**config.mk**
```make
export PLATFORM = sky130hd
export DESIGN_NAME = image_fb_writer
export DESIGN_NICKNAME = d
export VERILOG_FILES = /design/src/rtl/image_fb_writer.sv
export SDC_FILE = /design/constraint.sdc
export NUM_CORES = 1
export LEC_CHECK = 0
export BUFFER_PORTS_ARGS = -buffer_cell sky130_fd_sc_hd__buf_2
export CORE_MARGIN = 3
export CORE_UTILIZATION = 57
export CTS_BUF_LIST = sky130_fd_sc_hd__clkbuf_4
export DETAILED_ROUTE_END_ITERATION = 7
export GPL_TIMING_DRIVEN = 1
export PLACE_DENSITY = 0.82
export RECOVER_POWER = 25
export SLEW_MARGIN = 20
export SYNTH_ARGS = -nofsm -noshare
export SYNTH_HDL_FRONTEND = slang
export SYNTH_SLANG_ARGS = --single-unit
```
**constraint.sdc**
```tcl
create_clock -name clk -period 2.25 [get_ports clk]
set_input_delay 0.225 -clock clk [delete_from_list [all_inputs] [get_ports clk]]
set_output_delay 0.225 -clock clk [all_outputs]
set_load 0.05 [all_outputs]
```
**src/rtl/image_fb_writer.sv**
```systemverilog
// Pairs received bytes into RGB565 pixels and writes them in raster order into a frame buffer.
// Define IMG_FB_DOUBLE_BUFFER_EN to swap write/display banks after every good frame.
module image_fb_writer #(
  parameter int IMG_W  = 128,
  parameter int IMG_H  = 64,
  parameter int ADDR_W = 13
) (
  input  logic              clk,
  input  logic              rst,
  input  logic [7:0]        byte_in,
  input  logic              byte_valid,
  input  logic              img_start,
  input  logic              img_end,
  output logic              wr_en,
  output logic [ADDR_W:0]   wr_addr,
  output logic [15:0]       wr_data,
  output logic              wr_bank,
  output logic              disp_bank,
  output logic              busy,
  output logic              frame_done,
  output logic              frame_error
);

  typedef enum logic [1:0] {IDLE, WAIT_HI, WAIT_LO} state_e;

  localparam int              PIX_N_I = IMG_W * IMG_H;
  localparam logic [ADDR_W:0] PIX_N   = PIX_N_I[ADDR_W:0];
  localparam logic [ADDR_W:0] CNT_ONE = {{ADDR_W{1'b0}}, 1'b1};

  state_e          state_q, state_d;
  logic [ADDR_W:0] cnt_q, cnt_d;
  logic [7:0]      hi_q, hi_d;
  logic            over_q, over_d;
  logic            wr_en_q, wr_en_d;
  logic [ADDR_W:0] wr_addr_q, wr_addr_d;
  logic [15:0]     wr_data_q, wr_data_d;
  logic            wr_bank_q, wr_bank_d;
  logic            disp_bank_q, disp_bank_d;
  logic            busy_q, busy_d;
  logic            frame_done_q, frame_done_d;
  logic            frame_error_q, frame_error_d;
  logic            good_end;

  always_ff @(posedge clk or posedge rst) begin
    if (rst) begin
      state_q       <= IDLE;
      cnt_q         <= '0;
      hi_q          <= '0;
      over_q        <= 1'b0;
      wr_en_q       <= 1'b0;
      wr_addr_q     <= '0;
      wr_data_q     <= '0;
      wr_bank_q     <= 1'b0;
      disp_bank_q   <= 1'b0;
      busy_q        <= 1'b0;
      frame_done_q  <= 1'b0;
      frame_error_q <= 1'b0;
    end else begin
      state_q       <= state_d;
      cnt_q         <= cnt_d;
      hi_q          <= hi_d;
      over_q        <= over_d;
      wr_en_q       <= wr_en_d;
      wr_addr_q     <= wr_addr_d;
      wr_data_q     <= wr_data_d;
      wr_bank_q     <= wr_bank_d;
      disp_bank_q   <= disp_bank_d;
      busy_q        <= busy_d;
      frame_done_q  <= frame_done_d;
      frame_error_q <= frame_error_d;
    end
  end

  always_comb begin
    state_d       = state_q;
    cnt_d         = cnt_q;
    hi_d          = hi_q;
    over_d        = over_q;
    wr_en_d       = 1'b0;
    wr_addr_d     = wr_addr_q;
    wr_data_d     = wr_data_q;
    busy_d        = busy_q;
    frame_done_d  = 1'b0;
    frame_error_d = frame_error_q;
    good_end      = 1'b0;

    // A start always wins: it restarts the frame and drops any same-cycle byte.
    if (img_start) begin
      state_d       = WAIT_HI;
      cnt_d         = '0;
      over_d        = 1'b0;
      frame_error_d = 1'b0;
      busy_d        = 1'b1;
    end else if (state_q != IDLE) begin
      if (byte_valid) begin
        if (state_q == WAIT_HI) begin
          hi_d    = byte_in;
          state_d = WAIT_LO;
        end else begin
          state_d = WAIT_HI;
          if (cnt_q < PIX_N) begin
            wr_en_d   = 1'b1;
            wr_addr_d = {wr_bank_q, cnt_q[ADDR_W-1:0]};
            wr_data_d = {hi_q, byte_in};
            cnt_d     = cnt_q + CNT_ONE;
          end else begin
            over_d = 1'b1;
          end
        end
      end
      // End is judged on the post-byte state so a same-cycle last byte counts.
      if (img_end) begin
        good_end      = (state_d == WAIT_HI) && (cnt_d == PIX_N) && !over_d;
        state_d       = IDLE;
        busy_d        = 1'b0;
        frame_done_d  = good_end;
        frame_error_d = !good_end;
      end
    end

`ifdef IMG_FB_DOUBLE_BUFFER_EN
    wr_bank_d   = good_end ? ~wr_bank_q : wr_bank_q;
    disp_bank_d = good_end ? wr_bank_q : disp_bank_q;
`else
    wr_bank_d   = 1'b0;
    disp_bank_d = 1'b0;
`endif
  end

  assign wr_en       = wr_en_q;
  assign wr_addr     = wr_addr_q;
  assign wr_data     = wr_data_q;
  assign wr_bank     = wr_bank_q;
  assign disp_bank   = disp_bank_q;
  assign busy        = busy_q;
  assign frame_done  = frame_done_q;
  assign frame_error = frame_error_q;

endmodule
```
## Word-level counts from Yosys, hierarchy flattened

Cells that the tools add are included.

- Add/sub/neg operators: 1
- Order comparisons: 1
- Equal/unequal tests: 3
- Mux-type cells: 35
- Bitwise logic cells: 2
- Reduce and logical (&&, ||, !) cells: 10

Operator list:

| cell | number |
|---|---|
| $mux 14 | 7 |
| $mux 1 | 21 |
| $add 14x1->14 const B | 1 |
| $eq 14x14->1 const B | 1 |
| $lt 14x14->1 const B | 1 |
| $mux 2 | 7 |
| $reduce_bool 2->1 | 3 |
| $reduce_and 5->1 | 1 |
| $eq 2x1->1 const B | 2 |
| $reduce_and 4->1 | 1 |
| $logic_and 1x1->1 | 2 |
| $logic_not 1->1 | 2 |
| $not 1->1 | 2 |
| $reduce_and 2->1 | 1 |

- Register bits after elaboration: 58
- Bits of input ports: 13
- Output and inout port bits: 36
- Word-level logic and storage cells: 62

## Longest topological paths before layout

Gate-level depths: netlist of run 1.

- Depth after elaboration: 13
- Depth in mapped cells: 8
- Mapped depth without buffers: 6

## Least setup slack after synthesis of run 1

No wires, ideal clock.

- Path type: register -> register
- Start point: reg state_q[0]
- End point: reg frame_error_q, in the netlist frame_error
- Library setup time: 0.080 ns
- Data arrival time: 1.655 ns
- Required time: 2.170 ns
- Slack: 0.515 ns
- Stages on the path, launching flop included: 7
- Buffers on the path: 0
- Clock period less this slack: 1.735 ns
- Path through: dfrtp_1 > nor2b_2 > nor4_4 > a311oi_1 > o211a_1 > o2111ai_1 > nor3b_2

- Word-level cells in the longest chain between the ends: 12

Ends and longest elaborated chain:

| element | line | RTL |
|---|---|---|
| start, declared | 30 | `state_e state_q, state_d;` |
| start signal, assigned | 59 | `state_q <= state_d;` |
| $eq 2x1->1 | 96 | `if (state_q == WAIT_HI) begin` |
| $mux 14 / $mux 2 (equally long branches) | 96 |  |
| $mux 14 / $mux 2 (equally long branches) | 95 | `if (byte_valid) begin` |
| $mux 14 / $mux 2 (equally long branches) | 94 | `end else if (state_q != IDLE) begin` |
| $mux 14 / $mux 2 (equally long branches) | 88 | `if (img_start) begin` |
| $eq 14x14->1 / $eq 2x1->1 (equally long branches) | 113 | `good_end = (state_d == WAIT_HI) && (cnt_d == PIX_N) && !over_d;` |
| $logic_and 1x1->1 (2 in a row) | 113 |  |
| $logic_not 1->1 | 117 | `frame_error_d = !good_end;` |
| $mux 1 | 112 | `if (img_end) begin` |
| $mux 1 | 94 |  |
| $mux 1 | 88 |  |
| end signal, assigned | 70 | `frame_error_q <= frame_error_d;` |
| end, declared | 41 | `logic frame_error_q, frame_error_d;` |

Several ways; a longest one is shown, not always the timed one. The select of a mux whose other input is x is not followed.
A chain may end at the register's enable or synchronous reset.

## Worst setup path in the final report of run 1

- Start point: reg cnt_q[13]
- End point: reg frame_error_q, in the netlist frame_error

- Word-level cells in the longest chain between the ends: 13

Ends and longest elaborated chain:

| element | line | RTL |
|---|---|---|
| start, declared | 31 | `logic [ADDR_W:0] cnt_q, cnt_d;` |
| start signal, assigned | 60 | `cnt_q <= cnt_d;` |
| $add 14x1->14 / $lt 14x14->1 (equally long branches) | 105, 101 |  |
| $mux 14 | 101 | `if (cnt_q < PIX_N) begin` |
| $mux 14 | 96 |  |
| $mux 14 | 95 |  |
| $mux 14 | 94 |  |
| $mux 14 | 88 |  |
| $eq 14x14->1 | 113 |  |
| $logic_and 1x1->1 | 113 |  |
| $logic_and 1x1->1 (*) | 113 |  |
| $logic_not 1->1 (*) | 117 |  |
| $mux 1 (*) | 112 |  |
| $mux 1 (*) | 94 |  |
| $mux 1 (*) | 88 |  |

Every way passes the cells marked *; elsewhere a longest branch is shown, timed or not. The select of a mux whose other input is x is not followed.

==> results of run 1 <==
==> state kept, by name, indices dropped and copies added, names as in the netlist <==
name,cells
frame_done,1
hi_q,8
wr_addr,13
frame_error,1
busy,1
state_q,2
wr_data,16
wr_en,1
cnt_q,14
over_q,1
==> cell families (layout without fill, tap and decap cells) <==
| kind of cell | count (synthesis) | in the layout | synth area share (%) |
|---|---|---|---|
| and+or+nand+nor | 72 | 72 | 15.1 |
| DFF | 58 | 58 | 54.1 |
| muxes | 40 | 40 | 16.6 |
| AOI/OAI and AO/OA | 26 | 26 | 6.39 |
| buffers and inverters | 19 | 73 | 3.64 |
| xor gates and xnor gates | 11 | 11 | 3.59 |
| adders and majority gates | 1 | 1 | 0.466 |
| other | 1 | 3 | 0.140 |
==> synthesized netlist by cell type (all sizes together), types with 4 or more instances <==
cell / n
nor2b: 4
buf: 11
o21ai: 6
a21oi: 5
dfrtp: 58
a31oi: 4
nand3: 8
clkbuf: 6
nand2: 10
nor2: 19
xor2: 9
nor3: 7
or3: 4
mux2: 37
==> per-stage QoR <==
step	total power [mW]	utilization (%)	instance area [um2]	hold WS, ns	cells
after global placement	1.82	66.8	2970	0.282	318
after CTS	2.67	70.8	3150	0.0364	336
final	2.63	70.4	3130	0.0660	336
after detailed placement	1.83	66.8	2970	0.310	318
after global routing	2.75	70.4	3130	0.0477	336
after floorplan	1.70	-	2690	0.296	230
==> area by class of cell <==
cell class | count | area, um2
sequential | 58 | 1450
fill | 338 | 1310
multi-input combinational | 153 | 1150
timing repair buffer | 55 | 303
clock inverter | 6 | 81.3
clock buffer | 10 | 75.1
tap | 52 | 65.1
inverter | 2 | 7.51
==> where the power goes <==
| part | leakage, nW | switching, mW | total [mW] | internal (mW) |
|---|---|---|---|---|
| clock | 0.0838 | 0.371 | 0.827 | 0.456 |
| sequential | 0.766 | 0.0597 | 1.22 | 1.16 |
| combinational | 0.667 | 0.426 | 0.589 | 0.163 |
==> path summary, 6_finish.rpt <==
check / endpoint / slack, ns / from / cells after the start
min in group asynchronous: hi_q[5] / 0.55 / rst / 3
hold reg to reg: busy / 0.48 / busy / 1
setup / recovery: frame_error / 0.11 / cnt_q[13] / 6
hold / removal: wr_data[3] / 0.07 / byte_in[3] / 2
max in group asynchronous: over_q / 0.37 / rst / 4
setup reg to reg: frame_error / 0.11 / cnt_q[13] / 6
==> worst max-delay path, delay by kind of cell (launching register included) <==
family          cells  cell delay [ns]
compound gates      2             0.38
flops               1             0.45
simple gates        4             1.18
==> placed cells by master (no fill, tap or decap), types with 2 or more instances in the layout <==
cell,count
clkinv_2,2
nand3_1,8
a311oi_1,2
nand4b_1,2
xnor2_1,2
a31oi_1,4
buf_4,7
nor4_1,2
bufinv_16,2
and4_1,3
o2111ai_1,2
nor2_1,18
mux2_2,37
dlygate4sd3_1,2
and3_1,3
buf_2,45
nand4_1,3
nand2b_1,2
o21ai_0,6
nor3_1,6
conb_1,3
inv_1,2
clkbuf_4,10
nand2_1,9
nor2b_1,3
dfrtp_1,58
xor2_1,9
mux2i_1,3
or3_1,4
a21oi_1,5
==> layer usage <==
metal	up-vias	global-route usage, %	part of all wire, %
met5	-	0	0
met4	0	10.3	1.6
met3	12	4.94	4.6
met2	46	32.3	47
met1	929	25.8	47
li1	922	-	-
==> repair_timing <==
action | CTS | global route
hold endpoints to repair | 24 | 0
setup endpoints to repair | 0 | 0
hold buffers | 2 | 0
==> flow_summary.toml, run 1 <==
[critical_path]
worst-path-max-fanout = 8
endpoint_kind = "register"
worstSetupStartpointType = "register"
cp.required_ns = 2.51
crit_slowest_cell = "nor2b_1"
worst_path_largest_cell_delay_ns = 0.46
crit_arrival_ns = 2.40
path_cells = "nor2b_1 > nand4_1 > o21a_1 > nor4b_1 > o2111ai_1 > nor3b_2"
criticalPathCategory = "reg -> reg"

[routing]
dr.pass1.iters = 4
num_vias = 1909
routed_via_density = 5.68
postRouteAntennaNets = 0
drc = 0
first_iter_violations = 115
routed_wl_um = 5000
wl_per_cell_um = 14.9

[yosys]
yosys.area.top_type = "dfrtp_1"
ys.flop_type = "dfrtp_1"
ys_seq_area_share_pct = 54.1
ys_top_cells_by_area = "dfrtp_1 (54%), mux2_2 (16%), xor2_1 (2.9%)"
synthArstFlopShare_pct = 100
syn-instance-count = 228
yosys_warnings = 0
ys_seq_elements = 58
synth_cell_types = 45
netlist_area_mm2 = 0.00268
avgSynthCellArea_um2 = 11.8
yosysTopAreaCellShare_pct = 54.1
synth_edf_count = 0

[worst_hold_path]
min_path_type = "in -> reg"

[grt]
track_usage_pct = 20.2
grt_overflow = 0
grt_start_max_net_pins = 36
grt_pass1_vias = 1883
antenna_found_initial = 0
grt_pass1_wl_um = 8440

[place]
post-dp-hpwl_um = 3590
gp_congestion = 0.883
dp_slack_ns = 0.185
io_buffers = 45

[sta]
skew_ns = 0.00922
rsz0062_at_grt = "no"
fin_setup_tns_ns = 0
hold_viol_final = 0
worst_slew_pin_slew_ns = 0.876
fmax_mhz = 468
setup_viol = 0
finalMaxSlewViolations = 0
maxSlewHeadroom_pct = 41.5
min_period_over_period_pct = 95.0
setup_ws_ns = 0.113
final.min_clock_period_ns = 2.14

[die]
core_mm2 = 0.00444
die_area_mm2 = 0.00557
dieWidth_um = 74.6
initial_core_util_pct = 60.4
die_h_um = 74.6
io_pins = 49
row_count = 24

[cts]
clkSlewWorstSetupHoldPaths_ns = 0.10
cts-buffers-inserted = 9
cts_setup_buffers = 0
cts_tree = "built"
clock-root-buffer = "clkbuf_4"
clock_sinks = 58
htree_num_levels = 3
clockBufferDepth = 2
cts.repair.resized = 0
clk_latency_ns = 0.39

[layout]
area_delta_synth_final_pct = 16.6
drive_gt1_share_pct = 39.1
diodes = 0
final_nets = 293

[job]
drv_cap = 0

[run_status]
status = "completed"

[power_and_ir_drop]
power.density_mw_per_mm2 = 841
vdd_drop_max_mv = 0.604
leakage_nw = 1.52
No activity file was read; power rests on OpenSTA's default activity.
==> run 2, diff against run 1 <==
- CORE_MARGIN: 3 -> 8
- PLACE_DENSITY: 0.82 -> 0.81
- SLEW_MARGIN: 20 -> default
==> run 2 against run 1 <==
Core utilization fell by 2.7 points; first-iteration DRC count fell by 22%; critical path depth did not move; register-to-register slack improved by 0.02 ns; worst hold slack got worse by 0.0059 ns; largest cell class unchanged; highest routed layer unchanged.
==> flow_summary.toml, run 2 (synthesized netlist as in run 1, its figures left out) <==
[run_status]
status = "completed"

[layout]
final_nets = 292
final_cell_mix = "dfrtp_1 (58), buf_2 (45), mux2_2 (37)"
drive_gt1_share_pct = 38.3
area_delta_synth_final_pct = 16.8
diodes = 0
largest_reg_flops = 16
layout_commonest_cell = "dfrtp_1"

[place]
post-dp-hpwl_um = 3800
io_buffers = 45
gp_congestion = 0.878

[critical_path]
worst_path_largest_cell_delay_ns = 0.55
crit_slowest_cell = "dfrtp_1"
endpoint_kind = "register"
worstSetupStartpointType = "register"
cp.required_ns = 2.53
criticalPathCategory = "reg -> reg"
r2r_slack_ns = 0.14
reg2reg_depth = 6
r2r_end = "frame_error"
path_cells = "nand2b_1 > and4_1 > or3_1 > a32oi_1 > o2111ai_1 > nor3b_2"
worst-path-max-fanout = 15
crit_arrival_ns = 2.40
reg2reg_from = "state_q[1]"

[cts]
clkSlewWorstSetupHoldPaths_ns = 0.10
cts_setup_buffers = 0
clock-root-buffer = "clkbuf_4"
htree_num_levels = 3
clock_sinks = 58
cts_tree = "built"
cts-buffers-inserted = 9
cts_hold_buf = 2
clockBufferDepth = 2
clk_latency_ns = 0.40
cts.repair.resized = 0

[power_and_ir_drop]
leakage_nw = 1.51
vdd_drop_max_mv = 0.593
p_total_mw = 2.62
power.density_mw_per_mm2 = 836

[grt]
grt_overflow = 0
grt_start_max_net_pins = 34
grt_pass1_wl_um = 9070
grt_pass1_vias = 1969
track_usage_pct = 15.9
antenna_found_initial = 0

[worst_hold_path]
worstHoldPathCells = 2
min_to = "hi_q[6]"
min_path_type = "in -> reg"
worstHoldStart = "byte_in[6]"

[sta]
finalMaxSlewViolations = 0
final.min_clock_period_ns = 2.11
worst_slew_pin_slew_ns = 0.999
whs_ns = 0.0601
maxSlewHeadroom_pct = 33.3
min_period_over_period_pct = 94.0
fin_setup_tns_ns = 0
rsz0062_at_grt = "no"
hold_viol_final = 0
fmax_mhz = 473
setup_viol = 0
skew_ns = 0.0100

[routing]
num_vias = 1904
wl_per_cell_um = 15.9
routed_via_density = 5.67
drc = 0
postRouteAntennaNets = 0
routed_wl_um = 5330
dr.pass1.iters = 4
first_iter_violations = 90

[die]
io_pins = 49
die_h_um = 84.6
die_area_mm2 = 0.00716
initial_core_util_pct = 58.0
row_count = 25
core_mm2 = 0.00463
dieWidth_um = 84.6

[job]
drv_cap = 0
==> run 2: worst max path at each step <==
| stage | start | to |
|---|---|---|
| 6_report | state_q[1] | frame_error |
| 5_1_grt | cnt_q[13] | frame_error |
| 4_1_cts | state_q[1] | frame_error |
| 3_5_place_dp | state_q[1] | frame_error |
| 3_3_place_gp | state_q[1] | frame_error |
| 2_1_floorplan | state_q[0] | frame_error |
==> run 2: area by class of cell <==
class / count / area, um2
Multi-Input combinational cell: 153 / 1150
Clock buffer: 9 / 67.6
Timing Repair Buffer: 54 / 310
Inverter: 2 / 7.51
Tap cell: 54 / 67.6
Clock inverter: 6 / 82.6
Sequential cell: 58 / 1450
Fill cell: 357 / 1500
==> run 2: per-layer routing <==
metal | wire [um] | share of wire (%) | GRT usage [%] | vias up
met5 | 0 | 0 | 0 | -
met4 | 126 | 2.4 | 8.90 | 0
met3 | 386 | 7.2 | 6.54 | 11
met2 | 2530 | 48 | 26.3 | 51
met1 | 2280 | 43 | 16.9 | 933
li1 | - | - | - | 909
==> run 2: per-stage QoR <==
step           cells  utilization [%]  instance area [um2]  worst slack [ns]
6_report         336             67.7                 3130             0.136
3_5_place_dp     319             64.0                 2960             0.181
2_1_floorplan    230                -                 2690             0.515
4_1_cts          336             67.7                 3130             0.176
3_3_place_gp     319             64.0                 2960             0.204
5_1_grt          336             67.7                 3130            0.0204
==> run 2: power by group <==
part           total [mW]  internal (mW)  switching, mW
registers            1.22           1.16         0.0609
clock network       0.806          0.437          0.369
logic               0.595          0.165          0.430
==> run 2: worst max-delay path: cells and delay by family, from the launching register on <==
family,cells,cell delay (ns)
flops,1,0.55
simple gates,4,1.05
compound gates,2,0.39
==> run 3, diff against run 2 <==
- CELL_PAD_IN_SITES_DETAIL_PLACEMENT: default -> 1
- CELL_PAD_IN_SITES_GLOBAL_PLACEMENT: default -> 2
- CORE_UTILIZATION: 57 -> 38
- PLACE_DENSITY: 0.81 -> default
- PLACE_DENSITY_LB_ADDON: default -> 0.1
==> run 3 against run 2 <==
Non-clock buffer count up 6; die area rose by 40%; via count grew 3.0%; flip-flop and latch count is the same; setup slack better by 0.0059 ns; global-route usage down 2.6 points; register-to-register slack about the same; sequential power hardly changed; final cell count up 15%; final area rose by 3.2%.
==> flow_summary.toml, run 3 (synthesized netlist as in run 1, its figures left out) <==
[layout]
layout_commonest_cell = "dfrtp_1"
final_cells = 385
drive_gt1_share_pct = 40.8
largest_reg_flops = 16
final_cell_mix = "dfrtp_1 (58), buf_2 (45), mux2_2 (37)"
final_nets = 298
n_fill_cell = 776
area_delta_synth_final_pct = 20.6
fin_util_pct = 47.4
diodes = 0

[routing]
postRouteAntennaNets = 0
drc = 0
first_iter_violations = 40
num_vias = 1962
wl_per_cell_um = 16.0
dr.pass1.iters = 4
routed_wl_um = 6170
routed_via_density = 5.10

[die]
row_count = 30
die_h_um = 100
core_mm2 = 0.00683
dieWidth_um = 100
initial_core_util_pct = 39.3
die_area_mm2 = 0.0100
io_pins = 49

[cts]
clock_sinks = 58
cts_tree = "built"
cts-buffers-inserted = 9
htree_num_levels = 3
clock-root-buffer = "clkbuf_4"
cts_setup_buffers = 0
clk_latency_ns = 0.40
clkSlewWorstSetupHoldPaths_ns = 0.11
clockBufferDepth = 2

[critical_path]
crit_start = "state_q[1]"
r2r_slack_ns = 0.14
criticalPathCategory = "reg -> reg"
worst-path-max-fanout = 12
reg2reg_from = "state_q[1]"
endpoint_kind = "register"
worstSetupStartpointType = "register"
cp.required_ns = 2.57
crit_arrival_ns = 2.43

[sta]
maxSlewHeadroom_pct = 43.0
min_period_over_period_pct = 93.7
worst_slew_pin_slew_ns = 0.854
skew_ns = 0.0188
setup_ws_ns = 0.141
fin_setup_tns_ns = 0
final.min_clock_period_ns = 2.11
finalMaxSlewViolations = 0
hold_viol_final = 0
setup_viol = 0
fmax_mhz = 474
rsz0062_at_grt = "no"

[power_and_ir_drop]
leakage_nw = 1.55
vdd_drop_max_mv = 0.466
power.density_mw_per_mm2 = 831

[place]
io_buffers = 45
post-dp-hpwl_um = 4540
dp_slack_ns = 0.188
dp.cells = 367
gp_congestion = 0.781

[grt]
antenna_found_initial = 0
grt_start_max_net_pins = 24
grt_pass1_wl_um = 10600
grt_pass1_vias = 2176
grt_overflow = 0
track_usage_pct = 13.3

[job]
drv_cap = 0

[worst_hold_path]
worstHoldStart = "byte_in[7]"
min_path_type = "in -> reg"

[run_status]
status = "completed"
[run 3: changes by cell type in the layout (fill, tap and decap cells not counted), moves of 2 or more]
cell	before	now
buf_4	6	12
clkinv_1	2	0
clkinv_4	0	3
clkinvlp_4	2	0
[run 3: repair_timing]
item | in CTS | in global routing
hold buffers | 2 | 0
endpoints found under the setup margin | 0 | 1
gates resized for setup | 0 | 1
hold endpoints to repair | 23 | 0
[run 3: routing by layer]
layer / global-route usage [%] / vias up / wire length [um] / share of wire [%]
met2: 22.7 / 44 / 2990 / 48
li1: - / 924 / - / -
met3: 4.36 / 13 / 353 / 5.7
met5: 0 / - / 0 / 0
met1: 14.9 / 981 / 2700 / 44
met4: 5.58 / 0 / 130 / 2.1
[run 3: layout make-up]
class                      count  area, um2  share of cell area (%)
clock buffer                  10       75.1                    2.32
inverter                       2       7.51                   0.232
tap                           96        120                    3.71
sequential                    58       1450                    44.9
clock inverter                 6       91.3                    2.82
multi-input combinational    153       1150                    35.5
timing repair buffer          60        340                    10.5
[run 3: critical path, cell delays in order, from the launching register on]
cell,delay [ns]
dfrtp_1,0.61
nor2b_2,0.16
nor4_4,0.43
a311oi_1,0.16
o211a_1,0.24
o2111ai_1,0.24
nor3b_2,0.20
[run 3: worst paths after layout]
check	to	cells past startpoint
worst max-delay path	frame_error	6
worst min-delay path	hi_q[7]	2
worst max register to register	frame_error	6
worst min register to register	busy	1
max in group asynchronous	wr_addr[7]	4
min in group asynchronous	wr_data[6]	3
[run 3: where the power goes]
part	internal (mW)	switching, mW	total (mW)
registers	1.16	0.0584	1.22
clock network	0.467	0.406	0.872
logic	0.167	0.432	0.599
[run 3: stage by stage]
stage          hold slack, ns  total power [mW]  instance area (um2)
2_1_floorplan           0.296              1.70                 2690
3_3_place_gp            0.277              1.84                 3050
3_5_place_dp            0.276              1.85                 3050
4_1_cts                0.0408              2.73                 3240
5_1_grt                0.0409              2.81                 3240
6_report               0.0628              2.69                 3240
